### config.mk
export PLATFORM = sky130hd
export DESIGN_NAME = uart_tx_fifo_flat
export DESIGN_NICKNAME = d
export VERILOG_FILES = /design/src/rtl/uart_pkg.sv /design/src/rtl/uart_tx_fifo_if.sv /design/src/rtl/sync_fifo.sv /design/src/rtl/uart_tx_fifo.sv /design/src/flat_wrapper.sv
export SDC_FILE = /design/constraint.sdc
export NUM_CORES = 1
export LEC_CHECK = 0
export ABC_AREA = 1
export CORE_ASPECT_RATIO = 0.9
export CORE_UTILIZATION = 54
export DETAILED_ROUTE_END_ITERATION = 6
export PLACE_DENSITY = 0.78
export SYNTH_ARGS = -nofsm -noshare
export SYNTH_HDL_FRONTEND = slang
export SYNTH_SLANG_ARGS = --single-unit
### constraint.sdc
create_clock -name clk -period 3.1 [get_ports clk]
set_input_delay 0.62 -clock clk [delete_from_list [all_inputs] [get_ports clk]]
set_output_delay 0.62 -clock clk [all_outputs]
set_load 0.005 [all_outputs]
### src/rtl/uart_pkg.sv
// rtl/uart_pkg.sv - shared FSM state type and line constants for the UART transmitter
package uart_pkg;

    localparam int   UART_DATA_BITS  = 8;
    localparam logic UART_IDLE_LEVEL = 1'b1;

    typedef enum logic [2:0] {
        IDLE,
        START,
        DATA,
        PARITY,
        STOP
    } uart_state_e;

endpackage

### src/rtl/uart_tx_fifo_if.sv
// rtl/uart_tx_fifo_if.sv - CPU write strobe and serial/status signals of the UART transmitter
interface uart_tx_fifo_if;

    logic        wr_en;
    logic [31:0] wr_data;
    logic        txd;
    logic        busy;
    logic        fifo_full;
    logic        fifo_empty;
    logic        overflow;

    modport master (
        output wr_en,
        output wr_data,
        input  txd,
        input  busy,
        input  fifo_full,
        input  fifo_empty,
        input  overflow
    );

    modport slave (
        input  wr_en,
        input  wr_data,
        output txd,
        output busy,
        output fifo_full,
        output fifo_empty,
        output overflow
    );

endinterface

### src/rtl/sync_fifo.sv
// rtl/sync_fifo.sv - single-clock FIFO with registered full/empty flags and occupancy count
module sync_fifo
    import uart_pkg::*;
#(
    parameter int WIDTH = UART_DATA_BITS,
    parameter int DEPTH = 4
) (
    input  logic                   clk,
    input  logic                   reset,
    input  logic                   push,
    input  logic [WIDTH-1:0]       push_data,
    input  logic                   pop,
    output logic [WIDTH-1:0]       pop_data,
    output logic                   full,
    output logic                   empty,
    output logic [$clog2(DEPTH):0] count
);

    localparam int             AW      = $clog2(DEPTH);
    localparam int             CW      = AW + 1;
    localparam logic [CW-1:0]  DEPTH_C = CW'(DEPTH);

    if ((DEPTH < 2) || ((DEPTH & (DEPTH - 1)) != 0)) begin : g_bad_depth
        $error("sync_fifo: DEPTH must be a power of two and at least 2");
    end

    logic [WIDTH-1:0] mem [DEPTH];
    logic [AW-1:0]    wr_ptr;
    logic [AW-1:0]    rd_ptr;
    logic [CW-1:0]    count_next;
    logic             do_push;
    logic             do_pop;

    // A push into a full FIFO is still legal when the head leaves on the same edge
    assign do_pop     = pop && !empty;
    assign do_push    = push && (!full || do_pop);
    assign count_next = count + CW'(do_push) - CW'(do_pop);
    assign pop_data   = mem[rd_ptr];

    always_ff @(posedge clk) begin
        if (do_push) begin
            mem[wr_ptr] <= push_data;
        end
    end

    always_ff @(posedge clk) begin
        if (!reset) begin
            wr_ptr <= '0;
            rd_ptr <= '0;
            count  <= '0;
            full   <= 1'b0;
            empty  <= 1'b1;
        end else begin
            if (do_push) begin
                wr_ptr <= wr_ptr + 1'b1;
            end
            if (do_pop) begin
                rd_ptr <= rd_ptr + 1'b1;
            end
            count <= count_next;
            full  <= (count_next == DEPTH_C);
            empty <= (count_next == '0);
        end
    end

endmodule

### src/rtl/uart_tx_fifo.sv
// rtl/uart_tx_fifo.sv - FIFO-buffered UART transmitter, 8N1 LSB first
// Define UART_TX_PARITY_EN to insert an even-parity bit between data and stop.
module uart_tx_fifo
    import uart_pkg::*;
#(
    parameter int CLKS_PER_BIT = 868,
    parameter int FIFO_DEPTH   = 4
) (
    input  logic           clk,
    input  logic           reset,
    uart_tx_fifo_if.slave  bus
);

    localparam int            BW        = (CLKS_PER_BIT > 1) ? $clog2(CLKS_PER_BIT) : 1;
    localparam logic [BW-1:0] BAUD_LAST = BW'(CLKS_PER_BIT - 1);
    localparam int            IW        = $clog2(UART_DATA_BITS);
    localparam logic [IW-1:0] BIT_LAST  = IW'(UART_DATA_BITS - 1);
    localparam int            CW        = $clog2(FIFO_DEPTH) + 1;

    if (CLKS_PER_BIT < 2) begin : g_bad_baud
        $error("uart_tx_fifo: CLKS_PER_BIT must be at least 2");
    end

    uart_state_e               state;
    uart_state_e               state_next;
    logic [BW-1:0]             baud_cnt;
    logic [BW-1:0]             baud_next;
    logic [IW-1:0]             bit_idx;
    logic [IW-1:0]             bit_next;
    logic [UART_DATA_BITS-1:0] shift;
    logic [UART_DATA_BITS-1:0] shift_next;
`ifdef UART_TX_PARITY_EN
    logic                      parity_bit;
    logic                      parity_next;
`endif
    logic                      baud_last;
    logic                      pop;
    logic                      accept;
    logic                      overflow_q;
    logic                      txd_c;

    logic [UART_DATA_BITS-1:0] fifo_rdata;
    logic                      fifo_full;
    logic                      fifo_empty;
    logic [CW-1:0]             fifo_count;
    logic                      unused_wr_hi;

    assign unused_wr_hi = ^bus.wr_data[31:UART_DATA_BITS];

    assign accept = bus.wr_en && ((fifo_count < CW'(FIFO_DEPTH)) || pop);

    sync_fifo #(
        .WIDTH (UART_DATA_BITS),
        .DEPTH (FIFO_DEPTH)
    ) u_fifo (
        .clk       (clk),
        .reset     (reset),
        .push      (accept),
        .push_data (bus.wr_data[UART_DATA_BITS-1:0]),
        .pop       (pop),
        .pop_data  (fifo_rdata),
        .full      (fifo_full),
        .empty     (fifo_empty),
        .count     (fifo_count)
    );

    assign baud_last = (baud_cnt == BAUD_LAST);

    always_ff @(posedge clk) begin
        if (!reset) begin
            state      <= IDLE;
            baud_cnt   <= '0;
            bit_idx    <= '0;
            shift      <= '0;
`ifdef UART_TX_PARITY_EN
            parity_bit <= 1'b0;
`endif
            overflow_q <= 1'b0;
        end else begin
            state      <= state_next;
            baud_cnt   <= baud_next;
            bit_idx    <= bit_next;
            shift      <= shift_next;
`ifdef UART_TX_PARITY_EN
            parity_bit <= parity_next;
`endif
            if (bus.wr_en && !accept) begin
                overflow_q <= 1'b1;
            end
        end
    end

    // Popping in the last stop cycle starts the next frame with no idle gap
    always_comb begin
        state_next  = state;
        baud_next   = baud_cnt + 1'b1;
        bit_next    = bit_idx;
        shift_next  = shift;
`ifdef UART_TX_PARITY_EN
        parity_next = parity_bit;
`endif
        pop         = 1'b0;
        case (state)
            IDLE: begin
                baud_next = '0;
                if (!fifo_empty) begin
                    pop         = 1'b1;
                    shift_next  = fifo_rdata;
`ifdef UART_TX_PARITY_EN
                    parity_next = ^fifo_rdata;
`endif
                    state_next  = START;
                end
            end
            START: begin
                if (baud_last) begin
                    baud_next  = '0;
                    bit_next   = '0;
                    state_next = DATA;
                end
            end
            DATA: begin
                if (baud_last) begin
                    baud_next  = '0;
                    shift_next = shift >> 1;
                    if (bit_idx == BIT_LAST) begin
`ifdef UART_TX_PARITY_EN
                        state_next = PARITY;
`else
                        state_next = STOP;
`endif
                    end else begin
                        bit_next = bit_idx + 1'b1;
                    end
                end
            end
`ifdef UART_TX_PARITY_EN
            PARITY: begin
                if (baud_last) begin
                    baud_next  = '0;
                    state_next = STOP;
                end
            end
`endif
            STOP: begin
                if (baud_last) begin
                    baud_next = '0;
                    if (!fifo_empty) begin
                        pop         = 1'b1;
                        shift_next  = fifo_rdata;
`ifdef UART_TX_PARITY_EN
                        parity_next = ^fifo_rdata;
`endif
                        state_next  = START;
                    end else begin
                        state_next = IDLE;
                    end
                end
            end
            default: begin
                baud_next  = '0;
                state_next = IDLE;
            end
        endcase
    end

    always_comb begin
        txd_c = UART_IDLE_LEVEL;
        case (state)
            START:   txd_c = ~UART_IDLE_LEVEL;
            DATA:    txd_c = shift[0];
`ifdef UART_TX_PARITY_EN
            PARITY:  txd_c = parity_bit;
`endif
            default: txd_c = UART_IDLE_LEVEL;
        endcase
    end

    assign bus.txd        = txd_c;
    assign bus.busy       = (state != IDLE) || !fifo_empty;
    assign bus.fifo_full  = fifo_full;
    assign bus.fifo_empty = fifo_empty;
    assign bus.overflow   = overflow_q;

endmodule
### src/flat_wrapper.sv
// flat-port wrapper written by rule: the top's interface ports become plain ports
module uart_tx_fifo_flat import uart_pkg::*;
#(
    parameter int CLKS_PER_BIT = 868,
    parameter int FIFO_DEPTH   = 4
)
  (clk, reset, bus_wr_en, bus_wr_data, bus_txd, bus_busy, bus_fifo_full, bus_fifo_empty, bus_overflow);
  uart_tx_fifo_if bus_i ();
  input  logic clk;
  input  logic reset;
  input wire logic [$bits(bus_i.wr_en)-1:0] bus_wr_en;
  input wire logic [$bits(bus_i.wr_data)-1:0] bus_wr_data;
  output wire logic [$bits(bus_i.txd)-1:0] bus_txd;
  output wire logic [$bits(bus_i.busy)-1:0] bus_busy;
  output wire logic [$bits(bus_i.fifo_full)-1:0] bus_fifo_full;
  output wire logic [$bits(bus_i.fifo_empty)-1:0] bus_fifo_empty;
  output wire logic [$bits(bus_i.overflow)-1:0] bus_overflow;
  assign bus_i.wr_en = bus_wr_en;
  assign bus_i.wr_data = bus_wr_data;
  assign bus_txd = bus_i.txd;
  assign bus_busy = bus_i.busy;
  assign bus_fifo_full = bus_i.fifo_full;
  assign bus_fifo_empty = bus_i.fifo_empty;
  assign bus_overflow = bus_i.overflow;
  uart_tx_fifo #(.CLKS_PER_BIT(CLKS_PER_BIT), .FIFO_DEPTH(FIFO_DEPTH)) u_core (.clk(clk), .reset(reset), .bus(bus_i));
endmodule
* Yosys cells after proc, flatten, opt, wreduce, memory -nomap -nowiden
Memory sizes are Yosys's and may differ from the RTL's. A register that Yosys moved wholly into a read port is not among the register bits.
Index checks and enable logic that the tools add are counted.
** Storage, ports and cells
- Flip-flop bits (word level) :: 34
- Bits in writable memories :: 32
- Bits of input ports :: 35
- Output and inout bits :: 5
- Word-level logic and storage cells :: 75
- Memories kept :: 1
** Memories
- u_core.u_fifo.mem :: depth 4, width 8, rd ports 1, clocked after memory_dff 1, wr ports 1, RTL line sync_fifo.sv:27 : logic [WIDTH-1:0] mem [DEPTH];
** Operators by class
- $add $sub $neg :: 6
- Magnitude comparators :: 1
- Equal/unequal tests :: 12
- Muxes and demuxes :: 23
- Bitwise logic cells :: 2
- Reductions and logical operators :: 20
** Operators with widths (count)
- 3-bit 2-to-1 mux :: 8
- 8-bit 2-to-1 mux :: 3
- 8-bit case mux with 3 select lines :: 1
- 3-bit case mux with 4 select lines :: 1
- 10-bit by 1-bit adder with 10-bit output, second input constant :: 1
- 10-bit == test, second input constant :: 1
- 3-bit == test, second input constant :: 3
- 2-bit by 1-bit inequality test with 1-bit output, second input constant :: 4
- 3-bit zero test :: 2
- 3-bit case mux with 2 select lines :: 1
- 3-bit nonzero test :: 2
- 3-bit OR reduction :: 2
- 1-bit 2-to-1 mux :: 5
- 5-bit AND reduction :: 1
- 2-bit by 1-bit adder with 2-bit output, second input constant :: 2
- 1-bit logical AND :: 4
- 2-bit 2-to-1 mux :: 2
- 2-bit inequality test, second input constant :: 2
- 1-bit case mux with 2 select lines :: 2
- 4-bit AND reduction :: 1
- 3-bit by 1-bit adder with 3-bit output :: 1
- 3-bit by 1-bit adder with 3-bit output, second input constant :: 1
- 3-bit by 1-bit == test with 1-bit output, second input constant :: 1
- 3-bit by 2-bit == test with 1-bit output, second input constant :: 1
- other kinds (7) :: 12

* Logic depth before layout (Yosys ltp)
- Depth in word-level cells :: 9
- Gate-level depth with buffers :: 16
- Depth with buffers taken out :: 16

* By module
From an unflattened synthesis, not the netlist that was laid out.
** Unflattened totals
- Cell total of the unflattened synthesis :: 334
- Area total of the unflattened synthesis :: 3039.2 µm²
** Modules (own cells, without submodules)
- sync_fifo :: times used 1, cells an instance 155, area each 1751.7 µm², sequential area each 1181.1 µm²
- uart_tx_fifo :: times used 1, cells an instance 179, area each 1287.5 µm², sequential area each 500.5 µm²

* Worst setup path after synthesis
No wires, ideal clock.
- Kind :: register to register
- Start point :: register u_core.baud_cnt[0]
- End point :: register u_core.u_fifo.empty
- Library setup time :: 0.118 ns
- Data arrival time :: 2.418 ns
- Data required time :: 2.982 ns
- Path slack :: 0.564 ns
- Stages on the path, launching flop included :: 17
- Path buffers :: 0
- Clock period less this slack :: 2.536 ns
- Cell sequence :: dfxtp_1 ha_1 nand2_1 nor2_4 nand3_4 nand2_1 nand2_1 nand2_2 nand2_2 ha_1 inv_1 ha_1 inv_1 fa_1 xor2_1 nor2_1 a21oi_1
** Between the ends
- Longest elaborated chain between the ends :: 9
- Elaborated cells between the ends (all ways) :: 11
- Those cells by class :: 2 x add/sub; 1 x eq/ne; 2 x mux; 6 x reduce/logical
** Ends and longest elaborated chain
- start: declaration :: RTL line uart_tx_fifo.sv:26 : logic [BW-1:0] baud_cnt;
- start signal: assignment :: RTL line uart_tx_fifo.sv:81 : baud_cnt <= baud_next;
- 10-bit == test * :: RTL line uart_tx_fifo.sv:67 : assign baud_last = (baud_cnt == BAUD_LAST);
- 1-bit 2-to-1 mux * :: RTL line uart_tx_fifo.sv:146 : if (baud_last) begin
- 1-bit case mux with 2 select lines * :: RTL line uart_tx_fifo.sv:103 : case (state)
- 1-bit logical OR or 1-bit logical AND (tied branches) :: RTL line uart_tx_fifo.sv:50, sync_fifo.sv:35
- 1-bit logical AND or 1-bit logical OR (tied branches) :: RTL line uart_tx_fifo.sv:50, sync_fifo.sv:36
- 1-bit logical AND :: RTL line sync_fifo.sv:36 : assign do_push = push && (!full || do_pop);
- 3-bit by 1-bit adder with 3-bit output :: RTL line sync_fifo.sv:37 : assign count_next = count + CW'(do_push) - CW'(do_pop);
- 3-bit by 1-bit subtractor with 3-bit output * :: RTL line sync_fifo.sv:37
- 3-bit zero test * :: RTL line sync_fifo.sv:62 : empty <= (count_next == '0);
- end signal: assignment :: RTL line sync_fifo.sv:62
- end: declaration :: RTL line sync_fifo.sv:15 : output logic empty,
Mark *: on every way between the ends. The rest lies on a longest branch, timed or not.
A chain may end at the register's enable or synchronous reset.

* Worst setup path in the final report
Same ends and word-level chain as after synthesis.

==> flow_summary.toml <==
[status]
status = "finished, final reports clean"

[detailed_routing]
firstDrtPassIters = 4
routed_wl_um = 5410
drc_errors = 0
vias_per_cell = 5.06
ant_nets = 0
wire_per_inst_um = 12.5
drtIter0Drc = 116
vias = 2194

[synth]
synthCells = 337
syn_area_sq_um = 3040
syn-mean-instance-area_sq_um = 9.01
synth_nets = 382
ys_ff_latch = 68
synth_ff_type = "dfxtp_1"
synth_warnings = 0
async_flop_share_pct = 0
ys_types = 32
synth_edf_count = 32
ys_seq_area_share_pct = 55.4

[global_route]
antenna_found_initial = 0
grt_max_degree = 20
grt_pass1_wl_um = 9040
grt_usage_pct = 20.9
grt_overflow = 0
grt_pass1_vias = 2072

[finish]
syn_to_final_growth_pct = 15.3
n_fill_cell = 429
n_antenna_cell = 0
drive_above_1_share_pct = 11.7
fin_nets = 407
final_cells = 434

[worst_setup_path]
worstPathCellList = "ha_1, nand2_1, nor2_4, nand3_4, nand2_1, nand2_1, nand2_2, nand2_2, ha_1, inv_1, ha_1, inv_1, fa_1, xor2_1, nor2_1, a21oi_1"
arrival_ps = 3080
cp-end-kind = "flop"
crit_type = "reg2reg"
max_stage_delay_ps = 410
crit_path_start_kind = "flop"
slowest_stage = "fa_1"
critPathMaxFanout = 6
cp_data_required_time_ps = 3330

[timing]
rsz0062_at_grt = "false"
tightestPinTransition_ps = 372
setup_violations = 0
min_period_ps = 2850
timing.hold.ws_ps = 456
fin_worst_skew_ps = 5.14
fin_crit_sh_pct = 91.8
hold_viol = 0
setup_tns_ps = 0
slew_headroom_pct = 75.2
finalMaxSlewViolations = 0
fmax_mhz = 351

[pwr]
p_sw_mw = 1.12
swShare_pct = 35.9
power_density_nw_per_um2 = 892
p_clk_share_pct = 25.7
seqPwrFrac_pct = 38.2
max-vdd-ir-drop_v = 0.000554
leakage_nw = 1.45
share_comb_of_total_power_pct = 36.1
p_int_mw = 2.00

[clock_network]
cts_setup_buffers = 0
cts_htree_levels = 3
numCtsBuffers = 9
clock_latency_ps = 340
clkTransAtPathRegs_ps = 70
cts_root_buf = "clkbuf_8"
post_cts_resize_count = 0
tritoncts = "done"
cts.sinks = 68
hold_buffers = 0
clock_path_buffers = 2

[placement]
hpwl_um = 3580
place.gp.congestion = 0.810
io_buffers = 15
dp_cells = 418

[floorplanning]
rows = 25
dieArea_sq_um = 5930
dieWidth_um = 81.1
coreArea_sq_um = 5350
ios = 40
initial_core_util_pct = 56.8
die_h_um = 73.2

[worst_hold_path]
worstHoldPathType = "reg2reg"

[job]
maxCapViolations = 0
## critical path, delay by kind of cell, from the launching register on
kind | cells | cell delay, ps
AO/OA/AOI/OAI | 1 | 50
XOR/XNOR | 1 | 180
adder cells (fa/ha/maj) | 4 | 1050
buffers and inverters | 2 | 110
flip-flops | 1 | 360
AND/OR/NAND/NOR | 8 | 980
## power groups by stage
| stage | Combinational [mW] | Clock [mW] | Sequential [mW] |
|---|---|---|---|
| final | 1.13 | 0.804 | 1.19 |
| after floorplan | 0.868 | 0 | 1.19 |
| after CTS | 1.12 | 0.822 | 1.19 |
| after detailed placement | 1.11 | 0 | 1.21 |
| after global routing | 1.29 | 0.853 | 1.21 |
| after global placement | 1.08 | 0 | 1.20 |
## sequential cells by signal, indices dropped and copies added (netlist names), named ones only
name / count
u_core.u_fifo.count: 3
u_core.bit_idx: 3
u_core.baud_cnt: 10
u_core.u_fifo.empty: 1
u_core.u_fifo.rd_ptr: 2
u_core.bus.overflow: 1
u_core.state: 3
u_core.u_fifo.full: 1
u_core.shift: 8
u_core.u_fifo.mem: 32
u_core.u_fifo.wr_ptr: 2
## per-stage QoR
| step | total power [mW] | cell area [sq um] | util, % | setup slack [ps] |
|---|---|---|---|---|
| 2_1_floorplan | 2.06 | 3040 | - | 564 |
| 3_3_place_gp | 2.28 | 3280 | 61.3 | 337 |
| 3_5_place_dp | 2.32 | 3280 | 61.3 | 285 |
| 4_1_cts | 3.13 | 3500 | 65.5 | 247 |
| 5_1_grt | 3.35 | 3500 | 65.5 | 0.113 |
| 6_report | 3.12 | 3500 | 65.5 | 253 |
## cell type report
class                      instances  area, sq um  area share, %
multi-input combinational        222         1160           33.3
timing repair buffer              22          203           5.79
inverter                          39          146           4.18
sequential                        68         1680           48.0
clock buffer                       9          124           3.54
tap                               67         83.8           2.39
clock inverter                     7         98.8           2.82
## path summary, 6_finish.rpt
check	from	endpoint	slack, ps	depth (start not counted)
setup / recovery	u_core.baud_cnt[0]	u_core.u_fifo.empty	250	16
hold / removal	u_core.baud_cnt[0]	u_core.baud_cnt[0]	460	1
setup reg to reg	u_core.baud_cnt[0]	u_core.u_fifo.empty	250	16
hold reg to reg	u_core.baud_cnt[0]	u_core.baud_cnt[0]	460	1
## routing by layer
| metal | up-vias | GRT usage, % | routed length (um) |
|---|---|---|---|
| met5 | - | 0 | 0 |
| met1 | 990 | 25.1 | 2480 |
| li1 | 1153 | - | - |
| met4 | 0 | 6.94 | 47 |
| met2 | 44 | 34.7 | 2590 |
| met3 | 7 | 7.63 | 289 |
## cells in the final DEF, fill, tap and decap left out, types with 5 or more instances in the layout
master	netlist	routed
nor3_1	5	5
nand2_1	55	55
nand4_1	7	7
dfxtp_1	36	36
nand3_1	8	8
o21ai_0	30	30
inv_1	35	35
clkdlybuf4s50_1	0	15
edfxtp_1	32	32
buf_4	1	7
a21oi_1	17	17
ha_1	9	9
clkbuf_8	0	9
nand2_2	5	5
nor2_1	63	63
## synth_stat cells (2+ instances only)
cell / count / area [sq um]
a21oi_1: 17 / 85.1
buf_2: 3 / 15.0
clkbuf_1: 3 / 11.3
dfxtp_1: 36 / 721
edfxtp_1: 32 / 961
ha_1: 9 / 113
inv_1: 35 / 131
inv_2: 4 / 15.0
nand2_1: 55 / 206
nand2_2: 5 / 31.3
nand2_4: 2 / 22.5
nand3_1: 8 / 40.0
nand3_4: 3 / 52.6
nand4_1: 7 / 43.8
nor2_1: 63 / 236
nor3_1: 5 / 25.0
nor3b_1: 2 / 15.0
o21ai_0: 30 / 150
or2_2: 3 / 18.8
xor2_1: 3 / 26.3
## cells by family (layout without fill, tap and decap cells)
logic type                 after synthesis  in the layout  synth area share, %
xor gates and xnor gates                 4              4                 1.15
AOI/OAI and AO/OA                       53             53                 9.47
buffers and inverters                   47             77                 6.30
DFF                                     68             68                 55.4
and+or+nand+nor                        155            155                 23.4
adders and majority gates               10             10                 4.37
No activity file was read; power rests on OpenSTA's default activity.
